==> src/rtl/ssd_scan_ctrl.sv <==
// ssd_scan_ctrl: eight-digit multiplexed seven-segment scanner with blanking and frame-boundary shadow update.
// Option macro SSD_SCAN_DP_EN adds the dp_in port and per-digit decimal points (dp is constant 1 otherwise).
module ssd_scan_ctrl #(
  parameter int unsigned SCAN_DIV  = 262144,
  parameter int unsigned BLANK_CYC = 1024
) (
  input  logic        board_clk,
  input  logic        reset,
  input  logic [31:0] digit_data,
  input  logic [7:0]  digit_en,
`ifdef SSD_SCAN_DP_EN
  input  logic [7:0]  dp_in,
`endif
  input  logic        upd_req,
  output logic        upd_ack,
  output logic [7:0]  an,
  output logic [6:0]  seg,
  output logic        dp,
  output logic        frame_done
);

  localparam int CNT_W = $clog2(SCAN_DIV);

  typedef enum logic {BLANK, SHOW} state_t;

  state_t           state_q, state_d;
  logic [CNT_W-1:0] cnt_q, cnt_d;
  logic [2:0]       d_q, d_d;
  logic [31:0]      data_sh_q;
  logic [7:0]       en_sh_q;
`ifdef SSD_SCAN_DP_EN
  logic [7:0]       dp_sh_q;
`endif
  logic             last_cyc, frame_end, lit;
  logic [3:0]       nib;
  logic [7:0]       an_d;
  logic [6:0]       seg_d;
  logic             dp_d;

  function automatic logic [6:0] hex7(input logic [3:0] v);
    case (v)
      4'h0: hex7 = 7'b0000001;
      4'h1: hex7 = 7'b1001111;
      4'h2: hex7 = 7'b0010010;
      4'h3: hex7 = 7'b0000110;
      4'h4: hex7 = 7'b1001100;
      4'h5: hex7 = 7'b0100100;
      4'h6: hex7 = 7'b0100000;
      4'h7: hex7 = 7'b0001111;
      4'h8: hex7 = 7'b0000000;
      4'h9: hex7 = 7'b0000100;
      4'hA: hex7 = 7'b0001000;
      4'hB: hex7 = 7'b1100000;
      4'hC: hex7 = 7'b0110001;
      4'hD: hex7 = 7'b1000010;
      4'hE: hex7 = 7'b0110000;
      default: hex7 = 7'b0111000;
    endcase
  endfunction

  always_comb begin
    last_cyc  = (cnt_q == CNT_W'(SCAN_DIV - 1));
    frame_end = last_cyc && (d_q == 3'd7);
    cnt_d     = last_cyc ? '0 : cnt_q + CNT_W'(1);
    d_d       = last_cyc ? d_q + 3'd1 : d_q;
    // state_q always describes cnt_q, so outputs below lag cnt/d by exactly one register
    state_d   = (cnt_d < CNT_W'(BLANK_CYC)) ? BLANK : SHOW;
    nib       = data_sh_q[{d_q, 2'b00} +: 4];
    lit       = (state_q == SHOW) && en_sh_q[d_q];
    an_d      = 8'hFF;
    if (lit) an_d[d_q] = 1'b0;
    seg_d     = lit ? hex7(nib) : 7'h7F;
`ifdef SSD_SCAN_DP_EN
    dp_d      = lit ? ~dp_sh_q[d_q] : 1'b1;
`else
    dp_d      = 1'b1;
`endif
  end

  always_ff @(posedge board_clk or posedge reset) begin
    if (reset) begin
      cnt_q      <= '0;
      d_q        <= '0;
      state_q    <= BLANK;
      data_sh_q  <= '0;
      en_sh_q    <= '0;
`ifdef SSD_SCAN_DP_EN
      dp_sh_q    <= '0;
`endif
      an         <= 8'hFF;
      seg        <= 7'h7F;
      dp         <= 1'b1;
      upd_ack    <= 1'b0;
      frame_done <= 1'b0;
    end else begin
      cnt_q      <= cnt_d;
      d_q        <= d_d;
      state_q    <= state_d;
      an         <= an_d;
      seg        <= seg_d;
      dp         <= dp_d;
      frame_done <= frame_end;
      upd_ack    <= frame_end && upd_req;
      // Shadow only moves on the frame boundary, so a frame never mixes old and new data
      if (frame_end && upd_req) begin
        data_sh_q <= digit_data;
        en_sh_q   <= digit_en;
`ifdef SSD_SCAN_DP_EN
        dp_sh_q   <= dp_in;
`endif
      end
    end
  end

endmodule

==> config.mk <==
export PLATFORM = sky130hd
export DESIGN_NAME = ssd_scan_ctrl
export DESIGN_NICKNAME = d
export VERILOG_FILES = /design/src/rtl/ssd_scan_ctrl.sv
export SDC_FILE = /design/constraint.sdc
export NUM_CORES = 1
export LEC_CHECK = 0
export ABC_AREA = 1
export CAP_MARGIN = 10
export CORE_ASPECT_RATIO = 1.25
export CORE_UTILIZATION = 55
export CTS_BUF_LIST = sky130_fd_sc_hd__clkbuf_16
export DETAILED_ROUTE_END_ITERATION = 8
export GPL_TIMING_DRIVEN = 0
export HOLD_SLACK_MARGIN = 0.02
export PLACE_DENSITY = 0.79
export SETUP_SLACK_MARGIN = 0.05
export SLEW_MARGIN = 40
export SYNTH_ARGS = -nofsm -noshare
export SYNTH_HDL_FRONTEND = slang
export SYNTH_SLANG_ARGS = --single-unit
==> constraint.sdc <==
create_clock -name board_clk -period 6.4 [get_ports board_clk]
set_clock_uncertainty 0.2 [all_clocks]
set_input_delay 1.28 -clock board_clk [delete_from_list [all_inputs] [get_ports board_clk]]
set_output_delay 1.28 -clock board_clk [all_outputs]
set_load 0.005 [all_outputs]
==> results.yml, run 1 <==
sta:
  post-route-min-period_ns: 2.825
  setup_viol: 0
  max_clock_freq_mhz: 354.0
  rsz0062_at_grt: "false"
  finalCritPeriodShare_pct: 44.14
  tns_ns: 0
  slew_violations: 0
  hold_violations: 0
logic_synthesis:
  yosysUniqueCellTypes: 32
  synth_area_per_cell_sq_um: 8.226
  ys.warnings.count: 0
  syn-cell-area_sq_mm: 0.004253
  ys_seq_elements: 79
  async_reset_ff_share_pct: 100.0
  ys_seq_area_share_pct: 46.93
  synthCells: 517
  synth_nets: 569
  synth_edf_count: 0
  synth_ff_type: "dfrtp_1"
drt:
  vias: 3445
  met3WireLength_microns: 358
  routed_wl_mm: 8.898
  met2WireLength_mm: 4.601
  top_layer_used: "met4"
  drt-met1-wl_mm: 3.720
  ant_nets: 0
  vias_per_cell: 5.029
  drt_iter0_drc: 174
  drc: 0
  drt_first_pass_iters: 5
  post_drt_wl_per_cell_microns: 12.99
floorplan:
  initial_core_util_pct: 57.13
  io_pins: 61
  coreArea_sq_mm: 0.007445
  die-width_microns: 80.65
  rows: 35
  die_h_microns: 100.3
  fp.dieArea_sq_mm: 0.008090
critical_path:
  reg2reg_depth: 13
  crit_chain: "clkdlybuf4s50_1"
  cp_top_family: "flip-flops"
  critPathCaptureType: "output pin"
  crit_type: "reg -> out"
  r2r-start: "d_q[1]"
  cp.required_ns: 4.92
  cpPeakStageDelay_ns: 0.52
  r2r_slack_ns: 4.02
  cpMaxStageDelayCell: "dfstp_2"
  arrival_ns: 1.34
  cp-start-kind: "flop"
  worstPathMaxFanout: 1
  path_buf_inv: 1
  r2r_end: "seg[6]"
worst_hold_path:
  hold_start: "en_sh_q[1]"
  hold_path_depth: 2
  hp-class: "reg -> reg"
  whs_endpoint: "en_sh_q[1]"
clock_network:
  cts_hold_buffers: 0
  clock_path_buffers: 2
  clkTransAtPathRegs_ns: 0.06
  post-cts-setup-buffer-count: 0
  tritoncts: "yes"
  clk_latency_ns: 0.33
  clock-sinks: 79
  h-tree-depth: 3
  cts_resized: 0
  cts_made_buffers: 9
  cts_root_buf: "clkbuf_16"
layout:
  n_fill_cell: 629
  area_delta_synth_final_pct: 23.65
  diodes: 0
  final_nets: 640
  drive_above_1_share_pct: 20.91
  final_cells: 685
grt:
  grt_max_degree: 54
  antenna_found_initial: 0
  grt_pass1_wl_mm: 15.17
  grt_usage_pct: 24.72
  grt_pass1_vias: 3353
  grt-ovfl-total: 0
place:
  io_buffers: 59
  dp.cells: 669
  place_hpwl_mm: 6.541
  gp_congestion: 0.8563
pwr:
  leakagePower_nw: 2.737
  power.density_mw_per_mm2: 191.9
  peakVddDrop_v: 0.0001394
run:
  maxCapViolations: 0
run_status:
  status: "completed"
==> Yosys cell counts, types with 2 or more instances <==
library cell | number | share of area (%)
a21oi_1 | 3 | 0.35
buf_2 | 4 | 0.47
buf_4 | 7 | 1.2
buf_6 | 9 | 2.4
dfrtp_1 | 64 | 38
dfstp_2 | 15 | 9.3
ha_1 | 9 | 2.6
inv_1 | 72 | 6.4
inv_2 | 3 | 0.26
nand2_1 | 176 | 16
nand2_2 | 23 | 3.4
nand3_1 | 20 | 2.4
nand3b_1 | 2 | 0.35
nand4_1 | 15 | 2.2
nor2_1 | 25 | 2.2
nor2_2 | 2 | 0.29
nor3_1 | 2 | 0.24
o21ai_0 | 7 | 0.82
o21ai_2 | 40 | 8.2
o21bai_1 | 2 | 0.35
xnor2_1 | 2 | 0.41
xor2_1 | 5 | 1.0
==> cell type report <==
cell class	count	area [sq um]	area share, %
Sequential cell	79	1996	37.95
Multi-Input combinational cell	340	1787	33.98
Timing Repair Buffer	60	618.1	11.75
Inverter	78	301.5	5.734
Clock buffer	9	225.2	4.283
Buffer	20	173.9	3.307
Tap cell	92	115.1	2.189
Clock inverter	7	42.54	0.8089
==> worst max-delay path by stage <==
stage | cells past startpoint | endpoint | start
final | 1 | an[6] | an[6]
after CTS | 1 | an[6] | an[6]
after detailed placement | 5 | data_sh_q[20] | upd_req
after global placement | 2 | data_sh_q[25] | reset
after floorplan | 1 | cnt_q[0] | reset
after global routing | 1 | an[6] | an[6]
==> registers in the layout, indices dropped and copies added, names as in the netlist <==
signal / cells
data_sh_q: 32
en_sh_q: 8
an: 8
cnt_q: 18
d_q: 3
state_q: 1
seg: 7
upd_ack: 1
frame_done: 1
==> worst min-delay path: cells and delay by family (launching register included) <==
kind	cells	cell delay, ns
AO/OA/AOI/OAI	1	0.05
flip-flops	1	0.34
AND/OR/NAND/NOR	1	0.07
==> power breakdown <==
part / leakage, nW / switching [mW] / total (mW) / internal [mW]
logic: 1.57 / 0.0208 / 0.0471 / 0.0263
registers: 1.04 / 0 / 0.500 / 0.500
clock network: 0.126 / 0.203 / 0.462 / 0.259
==> cell families (layout without fill, tap and decap cells) <==
group	count (synthesis)	in the layout	share of synthesized area [%]
xor+xnor	7	7	1.442
flops	79	79	46.93
fa+ha+maj	9	9	2.648
buf+inv	98	174	11.06
simple gates	269	269	27.77
other cells	1	1	0.08818
compound gates	54	54	10.06
==> routing by layer <==
layer,GRT usage (%),vias up
met3,4.273,19
met4,11.26,0
li1,-,1728
met5,0,-
met1,30.18,1611
met2,42.18,87
==> layout by cell type (no fill, tap or decap), drive strengths merged, types with 9 or more instances in the layout <==
cell type	count
buf	21
clkbuf	9
clkdlybuf4s50	59
dfrtp	64
dfstp	15
ha	9
inv	78
nand2	200
nand3	20
nand4	16
nor2	28
o21ai	48
==> through the flow <==
stage                     util, %  worst slack (ns)  cell area [sq um]  hold WS, ns  power, mW
final                       70.64             3.575               5259       0.2819      1.009
after global routing        70.64             3.529               5259       0.3088      1.038
after CTS                   70.64             3.562               5259       0.2829      1.016
after detailed placement    67.04             3.656               4991       0.2686     0.5568
after global placement      66.61             1.736               4959       0.2653     0.5530
after floorplan                 -             2.921               4253       0.2546     0.5238
Power figures use the tool's default switching activity.
==> inputs of run 2 (changes only) <==
==> constraint.sdc (replaced) <==
create_clock -name board_clk -period 2.6 [get_ports board_clk]
set_clock_uncertainty 0.2 [all_clocks]
set_input_delay 0.52 -clock board_clk [delete_from_list [all_inputs] [get_ports board_clk]]
set_output_delay 0.52 -clock board_clk [all_outputs]
set_load 0.005 [all_outputs]
==> results.yml, run 2 (synthesis results as in run 1) <==
critical_path:
  critPathCaptureType: "flop"
  reg2reg_depth: 16
  worstPathMaxFanout: 10
  cp-start-kind: "flop"
  crit_type: "reg -> reg"
  arrival_ns: 2.45
  cp.required_ns: 2.67
pwr:
  leakagePower_nw: 2.805
  peakVddDrop_v: 0.0003173
  power.density_mw_per_mm2: 519.5
floorplan:
  fp.dieArea_sq_mm: 0.008090
  io_pins: 61
  die_h_microns: 100.3
  die-width_microns: 80.65
  coreArea_sq_mm: 0.007445
  rows: 35
  initial_core_util_pct: 57.13
clock_network:
  clock_path_buffers: 2
  clkTransAtPathRegs_ns: 0.06
  clock-sinks: 79
  cts_root_buf: "clkbuf_16"
  tritoncts: "yes"
  cts_made_buffers: 9
  h-tree-depth: 3
  clk_latency_ns: 0.33
sta:
  post-route-min-period_ns: 2.381
  max_clock_freq_mhz: 420.0
  hold_violations: 0
  finalCritPeriodShare_pct: 91.57
  tns_ns: 0
  setup_viol: 0
  rsz0062_at_grt: "false"
  slew_violations: 0
worst_hold_path:
  hold_path_depth: 2
  hp-class: "reg -> reg"
place:
  place_hpwl_mm: 6.848
  dpl_cell_area_sq_mm: 0.005037
  gp_congestion: 0.8734
  io_buffers: 59
  dp.cells: 671
drt:
  vias_per_cell: 5.152
  routed_wl_mm: 9.599
  post_drt_wl_per_cell_microns: 13.91
  ant_nets: 0
  drc: 0
  drt_first_pass_iters: 4
  vias: 3555
  drt_iter0_drc: 197
run_status:
  status: "completed"
layout:
  largest_reg_flops: 32
  top_register: "data_sh_q"
  stdcell_area_sq_mm: 0.005410
  multiInputGateArea_sq_mm: 0.001789
  drive_above_1_share_pct: 22.07
  final_common_cell: "nand2_1"
  seq_area_sq_mm: 0.001996
  n_fill_cell: 576
  largestRegisters: "data_sh_q (32), cnt_q (18)"
  final_cells: 690
  final_nets: 645
  diodes: 0
  area_delta_synth_final_pct: 27.21
  layout_common_cells: "175 x nand2_1, 70 x inv_1, 64 x dfrtp_1"
grt:
  antenna_found_initial: 0
  grt_pass1_vias: 3715
  grt-ovfl-total: 0
  grt_usage_pct: 26.15
  grt_max_degree: 25
  grt_pass1_wl_mm: 16.31
run:
  maxCapViolations: 0
## run 2: timing repair
action                     4_1_cts  5_1_grt
gates resized for setup          0        2
setup endpoints to repair        0        1
hold buffers                     0        0
buffers inserted                 0        3
## run 2: power by group
group	internal, mW	total, mW	switching, mW
clock	0.942	1.46	0.514
sequential	1.23	1.23	0
combinational	0.0718	0.124	0.0527
## run 2: worst paths after layout
path / from / end / slack (ns)
max: d_q[0] / seg[3] / 0.22
min: data_sh_q[3] / data_sh_q[3] / 0.28
max reg2reg: d_q[0] / seg[3] / 0.22
min reg2reg: data_sh_q[3] / data_sh_q[3] / 0.28
max in group asynchronous: reset / en_sh_q[1] / 1.04
min in group asynchronous: reset / cnt_q[2] / 0.35
## run 2: final cells by class
cell class,instances,share of cell area (%)
tap,92,2.128
sequential,79,36.89
inverter,78,5.620
buffer,20,3.215
multi-input combinational,340,33.07
timing repair buffer,65,12.72
clock buffer,9,4.163
clock inverter,7,2.197
## run 2: critical path, cell delays in order, from the launching register on
cell and delay [ns]:
dfrtp_1 0.38, buf_4 0.17, inv_4 0.09, buf_4 0.20
nand2_1 0.07, nand2_1 0.08, nand2_1 0.06, nand2_1 0.06
nand2_1 0.08, nand2_1 0.16, inv_1 0.12, ha_1 0.33
inv_1 0.07, nand2_1 0.05, nand2_1 0.05, nand2_1 0.06
nand3_1 0.09
## run 2: layer usage
metal	global-route usage (%)	wire, microns	share of wire (%)	vias up
li1	-	-	-	1737
met1	31.33	3809	40	1677
met2	45.63	5132	53	113
met3	3.636	419	4.4	28
met4	12.50	238	2.5	0
met5	0	0	0	-
## run 2: metrics by stage
stage / hold WS (ns) / worst slack, ns / util (%) / total power [mW]
after global placement: 0.2651 / 0.1359 / 66.66 / 1.362
after detailed placement: 0.2679 / 0.2591 / 67.66 / 1.379
after CTS: 0.2831 / 0.2168 / 72.29 / 2.827
after floorplan: 0.2546 / 0.6052 / - / 1.290
after global routing: 0.3093 / 0.06369 / 72.67 / 2.901
final: 0.2821 / 0.2192 / 72.67 / 2.810
